File: src/rtl/vector_op_arbiter_if.sv
// Request/result bundle between two requesters, the shared vector logic unit and its consumer.
// The slave side is the arbiter; the master side drives requests and accepts results.
interface vector_op_arbiter_if #(
    parameter int WIDTH = 4,
    parameter int CNT_W = 8
);
    logic               req0_valid;
    logic               req0_ready;
    logic [2:0]         req0_op;
    logic [WIDTH-1:0]   req0_a;
    logic [WIDTH-1:0]   req0_b;
    logic               req1_valid;
    logic               req1_ready;
    logic [2:0]         req1_op;
    logic [WIDTH-1:0]   req1_a;
    logic [WIDTH-1:0]   req1_b;
    logic               res_valid;
    logic               res_ready;
    logic [2*WIDTH-1:0] res_data;
    logic               res_src;
    logic               res_err;
    logic               busy;
    logic [CNT_W-1:0]   op_count;

    modport slave (
        input  req0_valid, req0_op, req0_a, req0_b,
        input  req1_valid, req1_op, req1_a, req1_b,
        input  res_ready,
        output req0_ready, req1_ready,
        output res_valid, res_data, res_src, res_err, busy, op_count
    );

    modport master (
        output req0_valid, req0_op, req0_a, req0_b,
        output req1_valid, req1_op, req1_a, req1_b,
        output res_ready,
        input  req0_ready, req1_ready,
        input  res_valid, res_data, res_src, res_err, busy, op_count
    );
endinterface

File: src/rtl/vector_op_arbiter.sv
// Round-robin arbiter sharing one vector logic unit between two requesters,
// with a registered compute stage and a result held until the consumer takes it.
//
// state | meaning
// IDLE  | waiting for a request; ready is offered to the granted port
// EXEC  | operands latched; result computed and registered
// HOLD  | result valid; waiting for res_ready
module vector_op_arbiter #(
    parameter int WIDTH = 4,
    parameter int CNT_W = 8
) (
    input  logic                clk,
    input  logic                rst_n,
    vector_op_arbiter_if.slave  bus
);
    typedef enum logic [1:0] {
        IDLE = 2'd0,
        EXEC = 2'd1,
        HOLD = 2'd2
    } state_t;

    state_t               state_q;
    logic                 last_grant_q;
    logic [2:0]           op_q;
    logic [WIDTH-1:0]     a_q;
    logic [WIDTH-1:0]     b_q;
    logic                 src_q;
    logic                 res_valid_q;
    logic [2*WIDTH-1:0]   res_data_q;
    logic                 res_src_q;
    logic                 res_err_q;
    logic [CNT_W-1:0]     op_count_q;

    logic                 grant_any;
    logic                 grant_sel;
    logic [2*WIDTH-1:0]   calc_data;
    logic                 calc_err;

    // Ready is withheld during reset so nothing is accepted on the reset edge.
    always_comb begin
        grant_any = 1'b0;
        grant_sel = 1'b0;
        if (state_q == IDLE && rst_n) begin
            if (bus.req0_valid && bus.req1_valid) begin
                grant_any = 1'b1;
                grant_sel = ~last_grant_q;
            end else if (bus.req0_valid) begin
                grant_any = 1'b1;
                grant_sel = 1'b0;
            end else if (bus.req1_valid) begin
                grant_any = 1'b1;
                grant_sel = 1'b1;
            end
        end
    end

    assign bus.req0_ready = grant_any && !grant_sel;
    assign bus.req1_ready = grant_any && grant_sel;

    always_comb begin
        calc_data = '0;
        calc_err  = 1'b0;
        case (op_q)
            3'd0: calc_data = {{WIDTH{1'b0}}, a_q & b_q};
            3'd1: calc_data = {{WIDTH{1'b0}}, a_q | b_q};
            3'd2: calc_data = {{(2*WIDTH-1){1'b0}}, (|a_q) && (|b_q)};
            3'd3: calc_data = {{(2*WIDTH-1){1'b0}}, |a_q};
            3'd4: calc_data = {{(2*WIDTH-1){1'b0}}, |b_q};
            3'd5: calc_data = {~a_q, ~b_q};
            default: calc_err = 1'b1;
        endcase
    end

    always_ff @(posedge clk) begin
        if (!rst_n) begin
            state_q      <= IDLE;
            last_grant_q <= 1'b1;
            op_q         <= '0;
            a_q          <= '0;
            b_q          <= '0;
            src_q        <= 1'b0;
            res_valid_q  <= 1'b0;
            res_data_q   <= '0;
            res_src_q    <= 1'b0;
            res_err_q    <= 1'b0;
            op_count_q   <= '0;
        end else begin
            case (state_q)
                IDLE: begin
                    if (grant_any) begin
                        op_q         <= grant_sel ? bus.req1_op : bus.req0_op;
                        a_q          <= grant_sel ? bus.req1_a  : bus.req0_a;
                        b_q          <= grant_sel ? bus.req1_b  : bus.req0_b;
                        src_q        <= grant_sel;
                        last_grant_q <= grant_sel;
                        state_q      <= EXEC;
                    end
                end
                EXEC: begin
                    res_data_q  <= calc_data;
                    res_err_q   <= calc_err;
                    res_src_q   <= src_q;
                    res_valid_q <= 1'b1;
                    state_q     <= HOLD;
                end
                HOLD: begin
                    if (bus.res_ready) begin
                        res_valid_q <= 1'b0;
                        op_count_q  <= op_count_q + CNT_W'(1);
                        state_q     <= IDLE;
                    end
                end
                default: state_q <= IDLE;
            endcase
        end
    end

    assign bus.res_valid = res_valid_q;
    assign bus.res_data  = res_data_q;
    assign bus.res_src   = res_src_q;
    assign bus.res_err   = res_err_q;
    assign bus.busy      = (state_q != IDLE);
    assign bus.op_count  = op_count_q;
endmodule

File: src/flat_wrapper.sv
// flat-port wrapper written by rule: the top's interface ports become plain ports
module vector_op_arbiter_flat 
#(
    parameter int WIDTH = 4,
    parameter int CNT_W = 8
)
  (clk, rst_n, bus_req0_valid, bus_req0_op, bus_req0_a, bus_req0_b, bus_req1_valid, bus_req1_op, bus_req1_a, bus_req1_b, bus_res_ready, bus_req0_ready, bus_req1_ready, bus_res_valid, bus_res_data, bus_res_src, bus_res_err, bus_busy, bus_op_count);
  vector_op_arbiter_if #(.WIDTH(WIDTH), .CNT_W(CNT_W)) bus_i ();
  input  logic clk;
  input  logic rst_n;
  input wire logic [$bits(bus_i.req0_valid)-1:0] bus_req0_valid;
  input wire logic [$bits(bus_i.req0_op)-1:0] bus_req0_op;
  input wire logic [$bits(bus_i.req0_a)-1:0] bus_req0_a;
  input wire logic [$bits(bus_i.req0_b)-1:0] bus_req0_b;
  input wire logic [$bits(bus_i.req1_valid)-1:0] bus_req1_valid;
  input wire logic [$bits(bus_i.req1_op)-1:0] bus_req1_op;
  input wire logic [$bits(bus_i.req1_a)-1:0] bus_req1_a;
  input wire logic [$bits(bus_i.req1_b)-1:0] bus_req1_b;
  input wire logic [$bits(bus_i.res_ready)-1:0] bus_res_ready;
  output wire logic [$bits(bus_i.req0_ready)-1:0] bus_req0_ready;
  output wire logic [$bits(bus_i.req1_ready)-1:0] bus_req1_ready;
  output wire logic [$bits(bus_i.res_valid)-1:0] bus_res_valid;
  output wire logic [$bits(bus_i.res_data)-1:0] bus_res_data;
  output wire logic [$bits(bus_i.res_src)-1:0] bus_res_src;
  output wire logic [$bits(bus_i.res_err)-1:0] bus_res_err;
  output wire logic [$bits(bus_i.busy)-1:0] bus_busy;
  output wire logic [$bits(bus_i.op_count)-1:0] bus_op_count;
  assign bus_i.req0_valid = bus_req0_valid;
  assign bus_i.req0_op = bus_req0_op;
  assign bus_i.req0_a = bus_req0_a;
  assign bus_i.req0_b = bus_req0_b;
  assign bus_i.req1_valid = bus_req1_valid;
  assign bus_i.req1_op = bus_req1_op;
  assign bus_i.req1_a = bus_req1_a;
  assign bus_i.req1_b = bus_req1_b;
  assign bus_i.res_ready = bus_res_ready;
  assign bus_req0_ready = bus_i.req0_ready;
  assign bus_req1_ready = bus_i.req1_ready;
  assign bus_res_valid = bus_i.res_valid;
  assign bus_res_data = bus_i.res_data;
  assign bus_res_src = bus_i.res_src;
  assign bus_res_err = bus_i.res_err;
  assign bus_busy = bus_i.busy;
  assign bus_op_count = bus_i.op_count;
  vector_op_arbiter #(.WIDTH(WIDTH), .CNT_W(CNT_W)) u_core (.clk(clk), .rst_n(rst_n), .bus(bus_i));
endmodule
File: config.mk
export PLATFORM = sky130hd
export DESIGN_NAME = vector_op_arbiter_flat
export DESIGN_NICKNAME = d
export VERILOG_FILES = /design/src/rtl/vector_op_arbiter_if.sv /design/src/rtl/vector_op_arbiter.sv /design/src/flat_wrapper.sv
export SDC_FILE = /design/constraint.sdc
export NUM_CORES = 1
export LEC_CHECK = 0
export CAP_MARGIN = 10
export CORE_MARGIN = 3
export CORE_UTILIZATION = 46
export DETAILED_ROUTE_END_ITERATION = 10
export PLACE_DENSITY = 0.78
export SLEW_MARGIN = 40
export SYNTH_ARGS = -nofsm -noshare
export SYNTH_HDL_FRONTEND = slang
export SYNTH_SLANG_ARGS = --single-unit
File: constraint.sdc
create_clock -name clk -period 1.6 [get_ports clk]
set_clock_uncertainty 0.1 [all_clocks]
set_input_delay 0.32 -clock clk [delete_from_list [all_inputs] [get_ports clk]]
set_output_delay 0.32 -clock clk [all_outputs]
set_load 0.01 [all_outputs]
==> metrics, run 1 <==
top cells by area, synth dfxtp_1, mux2i_1, nand2_1; main combinational cell family by area after synthesis simple AND/OR/NAND/NOR gates; share of layout cells above drive strength 1 18.4%; ANT nets after route 0; CTS Sinks 34; first-pass GRT wire length between 6000 and 7000 um; Slew headroom between 70 and 80%; CP delay by family, top simple AND/OR/NAND/NOR gates; peak supply drop about 500 uV; worst hold path type reg2reg; Num CTS Buffers 5; ys flop type dfxtp_1; period utilization 104%; routed vias/inst between 5 and 6; dpl hpwl 2750 um; xor and xnor area share after synthesis 3.33%; reg2reg setup slack around 0.11 ns; failing checks negative setup slack; Post-Synth Adder-Cell Area less than 1%; all-layer global routing usage between 10% and 20%; vias between 1000 and 1500; Sw Share approximately a quarter; ANT cells 0; Seq pwr share 54.3%; status complete, but fails checks; non-filler cells, final approximately 280; Total Nets Final around 260; Root Driver clkbuf_4; maximum capacitance violations 0; final setup margin -0.0640 ns; share of flip-flops with an asynchronous set or reset 0%; Placer Congestion about 0.76; Psw 0.462 mW; combinational power share between 15 and 20%; post-layout min period 1.66 ns; TritonRoute pass-1 iters 4; WP buf/inv 1; CP Cell Sequence nor3b_4 -> and3_4 -> buf_6; CTS clk-pin slew, worst paths roughly 0.09 ns; sequential area share after synthesis between 40% and 50%; area growth from synthesis to layout 43.9%; Die W roughly 65 um; Design Power 1.76 mW; Mapped Area 0.00158 mm2; Slew @ Worst Pin 0.369 ns; Synth Area in Compound Gates between 10% and 20%; Power Density about 770 mW/mm2; largest net degree at the start of global routing 34; DR iter-0 viols 57; startpoint types flip-flop; core area around 0.0032 mm2; Worst Setup End Kind primary output; clk_lat worst skew 0.33 ns; most common cell after layout, fill and taps aside dfxtp_1; Initial Util around 50%; mux share of post-synthesis cell area under 10%; Die Y-Extent ~65 um; Overflow after GRT 0; vias in the first global route 1451; Required @ worst endpoint 1.18 ns; # IOs 49; H-tree Lvls 2; I/O Buffers 48; Ys Warns 0; maximum clock frequency around 600 MHz; CP max stage delay 0.35 ns; die footprint around 0.0042 mm2; Max Buffers Root-to-Sink 2; final hold vios 0; Hold Buf Count CTS 0; total internal power roughly 1.3 mW; Distinct cells, synth 38; CP Data Arrival Time ~1.2 ns; clock share of power between 20% and 30%; CP max FO 3; placed cell count 269; Final Max Slew Viols 0; Synth Area in Simple Gates a little over a quarter; Crit-path slowest cell dfxtp_2; row count 20; number of remaining DRC errors 0; fin util approximately 72%; CTS tree yes; Final setup viols 2; routed len/inst ~13 um; DRT Wirelength 3730 um; P_leak between 1 and 1.5 nW; Setup CP Type reg2out; setup TNS -0.0905 ns; top cell type's share of synthesized area 43.1%; initial antenna violation count 0; RSZ-0062 raised after global routing true; #FFs+latches synth 34; most frequent cells in the layout dfxtp_1, nand2_1, clkdlybuf4s50_1, dlygate4sd2_1, buf_4; Synth area leader dfxtp_1; Mapped Avg Cell Area a little over 9 um2; Syn Inst Count 174; EDFF count, synth 0; syn nets roughly 200
-- metrics by stage --
stage | cell area (um2) | worst slack, ns | hold WS (ns)
2_1_floorplan | 1580 | 0.214 | 0.334
3_3_place_gp | 2160 | -0.621 | 0.350
3_5_place_dp | 2160 | -0.614 | 0.357
4_1_cts | 2230 | -0.0752 | 0.369
5_1_grt | 2270 | -0.130 | 0.405
6_report | 2270 | -0.0640 | 0.369
-- kinds of logic after synthesis --
logic type,after synthesis
AND/OR/NAND/NOR,74
XOR/XNOR,6
flip-flops,34
AO/OA/AOI/OAI,32
adder cells (fa/ha/maj),1
buffers and inverters,15
multiplexers,12
-- state kept, by name, indices dropped and copies added (netlist names) --
| register | count |
|---|---|
| u_core.bus.op_count | 8 |
| u_core.bus.res_data | 8 |
| u_core.a_q | 4 |
| u_core.b_q | 4 |
| u_core.op_q | 3 |
| u_core.state_q | 2 |
| u_core.bus.res_err | 1 |
| u_core.bus.res_src | 1 |
| u_core.bus.res_valid | 1 |
| u_core.last_grant_q | 1 |
| u_core.src_q | 1 |
-- worst register-to-register path: stages, from the launching register on --
cell and delay, ns:
dfxtp_2 0.37, buf_6 0.10, buf_4 0.12, nand3b_4 0.16, nor4_4 0.31, xor2_1 0.09, and2_1 0.16
-- metal layers --
metal	wire length, um	GRT usage (%)
met1	1530	22.1
met2	1880	33.5
met3	241	6.24
met4	83	10.0
met5	0	0
-- power by group through the flow --
stage          clock [mW]  sequential (mW)  combinational, mW
4_1_cts             0.467            0.953              0.344
3_3_place_gp            0            0.966              0.322
5_1_grt             0.504            0.964              0.385
6_report            0.455            0.956              0.349
3_5_place_dp            0            0.969              0.334
2_1_floorplan           0            0.951              0.185
-- final timing paths --
path	to	cells past startpoint	from
min	u_core.bus.res_err	2	u_core.bus.res_err
min reg2reg	u_core.bus.res_err	2	u_core.bus.res_err
max reg2reg	u_core.bus.op_count[7]	6	u_core.state_q[1]
max	bus_req0_ready	3	u_core.state_q[1]
-- cell type report --
cell class	instances	area (um2)
inverter	4	15.0
multi-input combinational	125	866
timing repair buffer	65	597
tap	44	55.1
clock buffer	6	51.3
sequential	34	688
fill	280	881
-- synthesized netlist by cell type, types with 4 or more instances --
cell and n:
buf_2 5, a21boi_0 6, mux2i_1 12, nand2_1 25
xor2_1 4, o21ai_0 9, a21oi_1 7, nor3_1 7
and2_1 10, nor2b_1 6, a222oi_1 4, dfxtp_1 34
nand3_1 8
-- what timing repair did --
item                                    4_1_cts  5_1_grt
gates resized for setup                      46        7
gates cloned                                  0        0
endpoints found under the setup margin       22       12
endpoints found under the hold margin         0        0
setup buffers                                 1        2
pin swaps                                     3        2
Power figures use the tool's default switching activity.
==> run 2, diff against run 1 <==
Settings changed: CORE_UTILIZATION 46 to 45, PLACE_DENSITY 0.78 to 0.77.
==> run 2 against run 1 <==
  * The run still ends with negative setup slack left
  * Count of clock-buffer cells in the layout down 1
  * Non-clock buffer count up 2
  * Cell area down 0.94%
  * Setup slack worse by 0.11 ns
  * Highest routed layer unchanged
  * Flip-flop and latch count unchanged
  * Die area up 2.0%
  * Utilization down 1.8 points
==> metrics, run 2 (synthesized netlist as in run 1, its figures left out) <==
status complete, but fails checks (unchanged); failing checks negative setup slack (unchanged); Critical path origin u_core.state_q[0] (was u_core.state_q[1]); # IOs 49 (unchanged); Sw Share 28.2% (was 26.2%); all-layer global routing usage 20.2% (was 19.7%); Overflow after GRT 0 (unchanged); CP Cell Sequence nor3b_4 -> buf_4 -> and3_4 -> buf_6 (was nor3b_4 -> and3_4 -> buf_6); total internal power 1.26 mW (was 1.30 mW); DR iter-0 viols 67 (was 57); initial antenna violation count 0 (unchanged); Worst Setup End Kind primary output (unchanged); post-layout min period 1.78 ns (was 1.66 ns); CTS Sinks 34 (unchanged); most common cell after layout, fill and taps aside dfxtp_1 (unchanged); routed len/inst 14.0 um (was 13.4 um); final hold vios 0 (unchanged); period utilization 111% (was 104%); H-tree Lvls 2 (unchanged); final setup margin -0.176 ns (was -0.0640 ns); ANT nets after route 0 (unchanged); Psw 0.495 mW (was 0.462 mW); Num CTS Buffers 5 (unchanged); maximum clock frequency 563 MHz (was 601 MHz); die footprint 0.00426 mm2 (was 0.00417 mm2); P_leak 1.03 nW (was 1.05 nW); Power Density 779 mW/mm2 (was 775 mW/mm2); TritonRoute pass-1 iters 4 (unchanged); largest net degree at the start of global routing 34 (unchanged); maximum capacitance violations 0 (unchanged); area growth from synthesis to layout 42.6% (was 43.9%); RSZ-0062 raised after global routing true (unchanged); Max Buffers Root-to-Sink 2 (unchanged); CP max FO 2 (was 3); combinational power share 20.2% (was 19.9%); Final Max Slew Viols 0 (unchanged); dpl hpwl 2840 um (was 2750 um); number of remaining DRC errors 0 (unchanged); WHS 0.361 ns (was 0.369 ns); row count 20 (unchanged); clk_lat worst skew 0.35 ns (was 0.33 ns); startpoint types flip-flop (unchanged); worst slack at placement -0.596 ns (was -0.614 ns); Root Driver clkbuf_4 (unchanged); I/O Buffers 48 (unchanged); Slew @ Worst Pin 0.419 ns (was 0.369 ns); ANT cells 0 (unchanged); Total Nets Final 265 (was 263); routed vias/inst 5.34 (was 5.31); Die Y-Extent 65.2 um (was 64.6 um); CTS tree yes (unchanged); most frequent cells in the layout dfxtp_1, nand2_1, clkdlybuf4s50_1, dlygate4sd2_1, buf_4 (unchanged); Crit-path slowest cell dfxtp_2 (unchanged); Placer Congestion 0.853 (was 0.764); clock share of power 25.4% (was 25.8%); CP max stage delay 0.35 ns (about the same); CTS clk-pin slew, worst paths 0.09 ns (about the same); first-pass GRT wire length 6690 um (was 6450 um); Initial Util 49.3% (was 50.1%); Die W 65.2 um (was 64.6 um); worst hold path type reg2reg (unchanged); core area 0.00320 mm2 (was 0.00315 mm2); Final setup viols 3 (was 2); Hold Buf Count CTS 0 (unchanged); worst flop-to-flop path startpoint u_core.state_q[0] (was u_core.state_q[1]); Seq pwr share 54.4% (was 54.3%); Hold Startpoint u_core.src_q (was u_core.bus.res_err); Design Power 1.75 mW (was 1.76 mW); CP Data Arrival Time 1.36 ns (was 1.24 ns); Setup CP Type reg2out (unchanged); DRT Wirelength 3950 um (was 3730 um); peak supply drop 532 uV (was 505 uV); vias in the first global route 1502 (was 1451); share of layout cells above drive strength 1 18.6% (was 18.4%); Slew headroom 71.4% (was 74.8%); vias 1501 (was 1477); setup TNS -0.368 ns (was -0.0905 ns); Required @ worst endpoint 1.18 ns (about the same)
run 2: path summary, 6_finish.rpt:
kind	to	slack (ns)	depth (start not counted)
worst max-delay path	bus_req0_ready	-0.18	4
worst max register to register	u_core.bus.op_count[7]	0.03	6
worst min register to register	u_core.src_q	0.36	2
worst min-delay path	u_core.src_q	0.36	2
run 2: power by group through the flow:
stage	Combinational [mW]	Clock, mW	Sequential (mW)
6_report	0.354	0.445	0.954
4_1_cts	0.337	0.448	0.952
3_3_place_gp	0.319	0	0.966
3_5_place_dp	0.332	0	0.969
5_1_grt	0.390	0.493	0.964
2_1_floorplan	0.185	0	0.951
run 2: layout make-up:
class / count / area (um2)
multi-input cells: 125 / 840
flip-flops and latches: 34 / 688
inverters: 4 / 15.0
clock buffers: 5 / 37.5
fillers: 287 / 952
well taps: 44 / 55.1
clock inverters: 2 / 10.0
repair buffers: 67 / 606
run 2: routing by layer:
layer	up-vias	global-route usage, %	part of all wire (%)
met5	-	0	0
met4	0	9.59	1.5
met3	10	4.44	6.4
met2	49	35.4	51
met1	703	23.1	41
li1	739	-	-
run 2: timing repair:
item                                    4_1_cts  5_1_grt
endpoints found under the hold margin         0        0
cloned                                        0        0
buffers inserted                              1        4
pin swaps                                     0        6
endpoints found under the setup margin       22        7
resized for setup                            41        6
run 2: metrics by stage:
stage                     cell area (um2)  std cells  util [%]
final                                2250        281      70.3
after global routing                 2250        281      70.3
after CTS                            2210        277      69.1
after detailed placement             2160        269      67.3
after global placement               2160        269      67.3
after floorplan                      1580        174         -
run 2: critical path: cells and delay by family, from the launching register on:
| kind | cells | cell delay [ns] |
|---|---|---|
| and+or+nand+nor | 2 | 0.42 |
| buffers and inverters | 2 | 0.25 |
| DFF | 1 | 0.35 |
==> run 3, diff against run 2 <==
Settings changed: CORE_ASPECT_RATIO set to 0.8, DONT_BUFFER_PORTS set to 1, PLACE_DENSITY 0.77 to 0.59.
==> run 3 against run 2 <==
  * Die area up 0.11%
  * Fmax up 16%
  * Routed wire length down 16%
  * Setup slack better by 0.25 ns
  * Count of clock-buffer cells in the layout unchanged
  * Non-clock buffer count down 59
  * Hold slack worse by 0.34 ns
  * The flow now finishes without violations
  * Largest cell class unchanged
  * Clock power up 31%
  * Highest routed layer unchanged
  * Sequential power up 0.7%
  * Utilization down 17 points
  * Critical path type unchanged
  * Flip-flop and latch count unchanged
==> metrics, run 3 (synthesized netlist as in run 1, its figures left out) <==
status finished, final reports clean (was complete, but fails checks); maximum clock frequency 654 MHz (was 563 MHz); core area 0.00322 mm2 (was 0.00320 mm2); # IOs 49 (unchanged); Crit-path slowest cell dfxtp_2 (unchanged); vias in the first global route 1027 (was 1502); Final Max Slew Viols 0 (unchanged); Setup CP Type reg2out (unchanged); I/O Buffers 0 (was 48); CP Data Arrival Time 1.11 ns (was 1.36 ns); Final setup viols 0 (was 3); startpoint types flip-flop (unchanged); TritonRoute pass-1 iters 5 (was 4); worst reg2reg path depth 5 (was 6); period utilization 95.6% (was 111%); CTS tree yes (unchanged); Required @ worst endpoint 1.18 ns (about the same); CTS clk-pin slew, worst paths 0.07 ns (was 0.09 ns); clk_lat worst skew 0.28 ns (was 0.35 ns); final setup margin 0.0702 ns (was -0.176 ns); routed vias/inst 5.54 (was 5.34); vias 1207 (was 1501); peak supply drop 539 uV (was 532 uV); die footprint 0.00426 mm2 (about the same); Root Driver clkbuf_8 (was clkbuf_4); WHS 0.0198 ns (was 0.361 ns); share of layout cells above drive strength 1 14.6% (was 18.6%); routed len/inst 15.2 um (was 14.0 um); CTS Sinks 34 (unchanged); H-tree Lvls 2 (unchanged); Slew headroom 73.0% (was 71.4%); DR iter-0 viols 127 (was 67); all-layer global routing usage 16.0% (was 20.2%); most frequent cells in the layout dfxtp_1, nand2_1, mux2i_1, and2_1, o21ai_0 (was dfxtp_1, nand2_1, clkdlybuf4s50_1, dlygate4sd2_1, buf_4); CP Cell Sequence nor3b_4 -> nand3_2 -> inv_4 (was nor3b_4 -> buf_4 -> and3_4 -> buf_6); initial antenna violation count 0 (unchanged); area growth from synthesis to layout 9.43% (was 42.6%); placed cell count 210 (was 269); Placer Congestion 0.764 (was 0.853); Worst Setup End Kind primary output (unchanged); setup TNS 0 ns (was -0.368 ns); Slew @ Worst Pin 0.406 ns (was 0.419 ns); Initial Util 49.0% (was 49.3%); number of remaining DRC errors 0 (unchanged); Power Density 1020 mW/mm2 (was 779 mW/mm2); final hold vios 0 (unchanged); dpl hpwl 2380 um (was 2840 um); largest net degree at the start of global routing 35 (was 34); Total Nets Final 206 (was 265); CP max FO 5 (was 2); worst slack at placement 0.158 ns (was -0.596 ns); non-filler cells, final 218 (was 281); maximum capacitance violations 0 (unchanged); DRT Wirelength 3320 um (was 3950 um); first-pass GRT wire length 5220 um (was 6690 um); Overflow after GRT 0 (unchanged); row count 18 (was 20); Die Y-Extent 59.0 um (was 65.2 um); ANT nets after route 0 (unchanged); RSZ-0062 raised after global routing true (unchanged); CP max stage delay 0.33 ns (was 0.35 ns); most common cell after layout, fill and taps aside dfxtp_1 (unchanged); Hold Buf Count CTS 0 (unchanged); Die W 72.2 um (was 65.2 um); Hold Path Stages 1 (was 2); ANT cells 0 (unchanged); worst hold path type in2reg (was reg2reg); Max Buffers Root-to-Sink 2 (unchanged); post-layout min period 1.53 ns (was 1.78 ns); P_leak 0.702 nW (was 1.03 nW); Num CTS Buffers 5 (unchanged)
[run 3: changes by cell type in the layout (fill, tap and decap cells not counted), sizes merged]
cell,before,now
buf,22,8
clkdlybuf4s50,24,0
dlygate4sd2,20,0
dlymetal6s2s,1,0
[run 3: metrics by stage]
| stage | cell area (um2) | utilization, % | total power, mW |
|---|---|---|---|
| after detailed placement | 1620 | 50.3 | 1.18 |
| after global routing | 1730 | 53.7 | 1.84 |
| after floorplan | 1580 | - | 1.14 |
| after global placement | 1620 | 50.3 | 1.17 |
| after CTS | 1700 | 52.7 | 1.75 |
| final | 1730 | 53.7 | 1.75 |
[run 3: worst paths after layout]
| kind | start | end | slack, ns |
|---|---|---|---|
| worst max-delay path | u_core.state_q[0] | bus_req1_ready | 0.07 |
| worst min-delay path | rst_n | u_core.last_grant_q | 0.02 |
| worst max register to register | u_core.state_q[0] | u_core.bus.op_count[7] | 0.15 |
| worst min register to register | u_core.src_q | u_core.src_q | 0.36 |
[run 3: worst max-delay path: cells and delay by family (launching register included)]
family	cells	cell delay [ns]
buf+inv	1	0.12
flops	1	0.33
simple gates	2	0.38
[run 3: routing by layer]
| metal | up-vias | GRT usage (%) | wire [um] |
|---|---|---|---|
| met4 | 0 | 5.63 | 18 |
| met1 | 544 | 23.0 | 1640 |
| met3 | 4 | 6.27 | 272 |
| li1 | 617 | - | - |
| met2 | 42 | 21.5 | 1380 |
| met5 | - | 0 | 0 |
[run 3: where the power goes]
group / internal (mW) / leakage [nW] / total [mW] / switching [mW]
logic: 0.109 / 0.381 / 0.210 / 0.101
clock network: 0.292 / 0.0438 / 0.584 / 0.292
registers: 0.895 / 0.278 / 0.961 / 0.0654
total: 1.30 / 0.702 / 1.75 / 0.459
[run 3: final cells by class]
cell class / count / area (um2)
Clock buffer: 5 / 68.8
Clock inverter: 2 / 10.0
Fill cell: 300 / 1490
Inverter: 4 / 17.5
Multi-Input combinational cell: 125 / 838
Sequential cell: 34 / 683
Tap cell: 40 / 50.0
Timing Repair Buffer: 8 / 60.1
[run 3: repair_timing]
item	4_1_cts	5_1_grt
resized for setup	0	8
buffers inserted	0	1
pin swaps	0	3
setup endpoints to repair	1	6
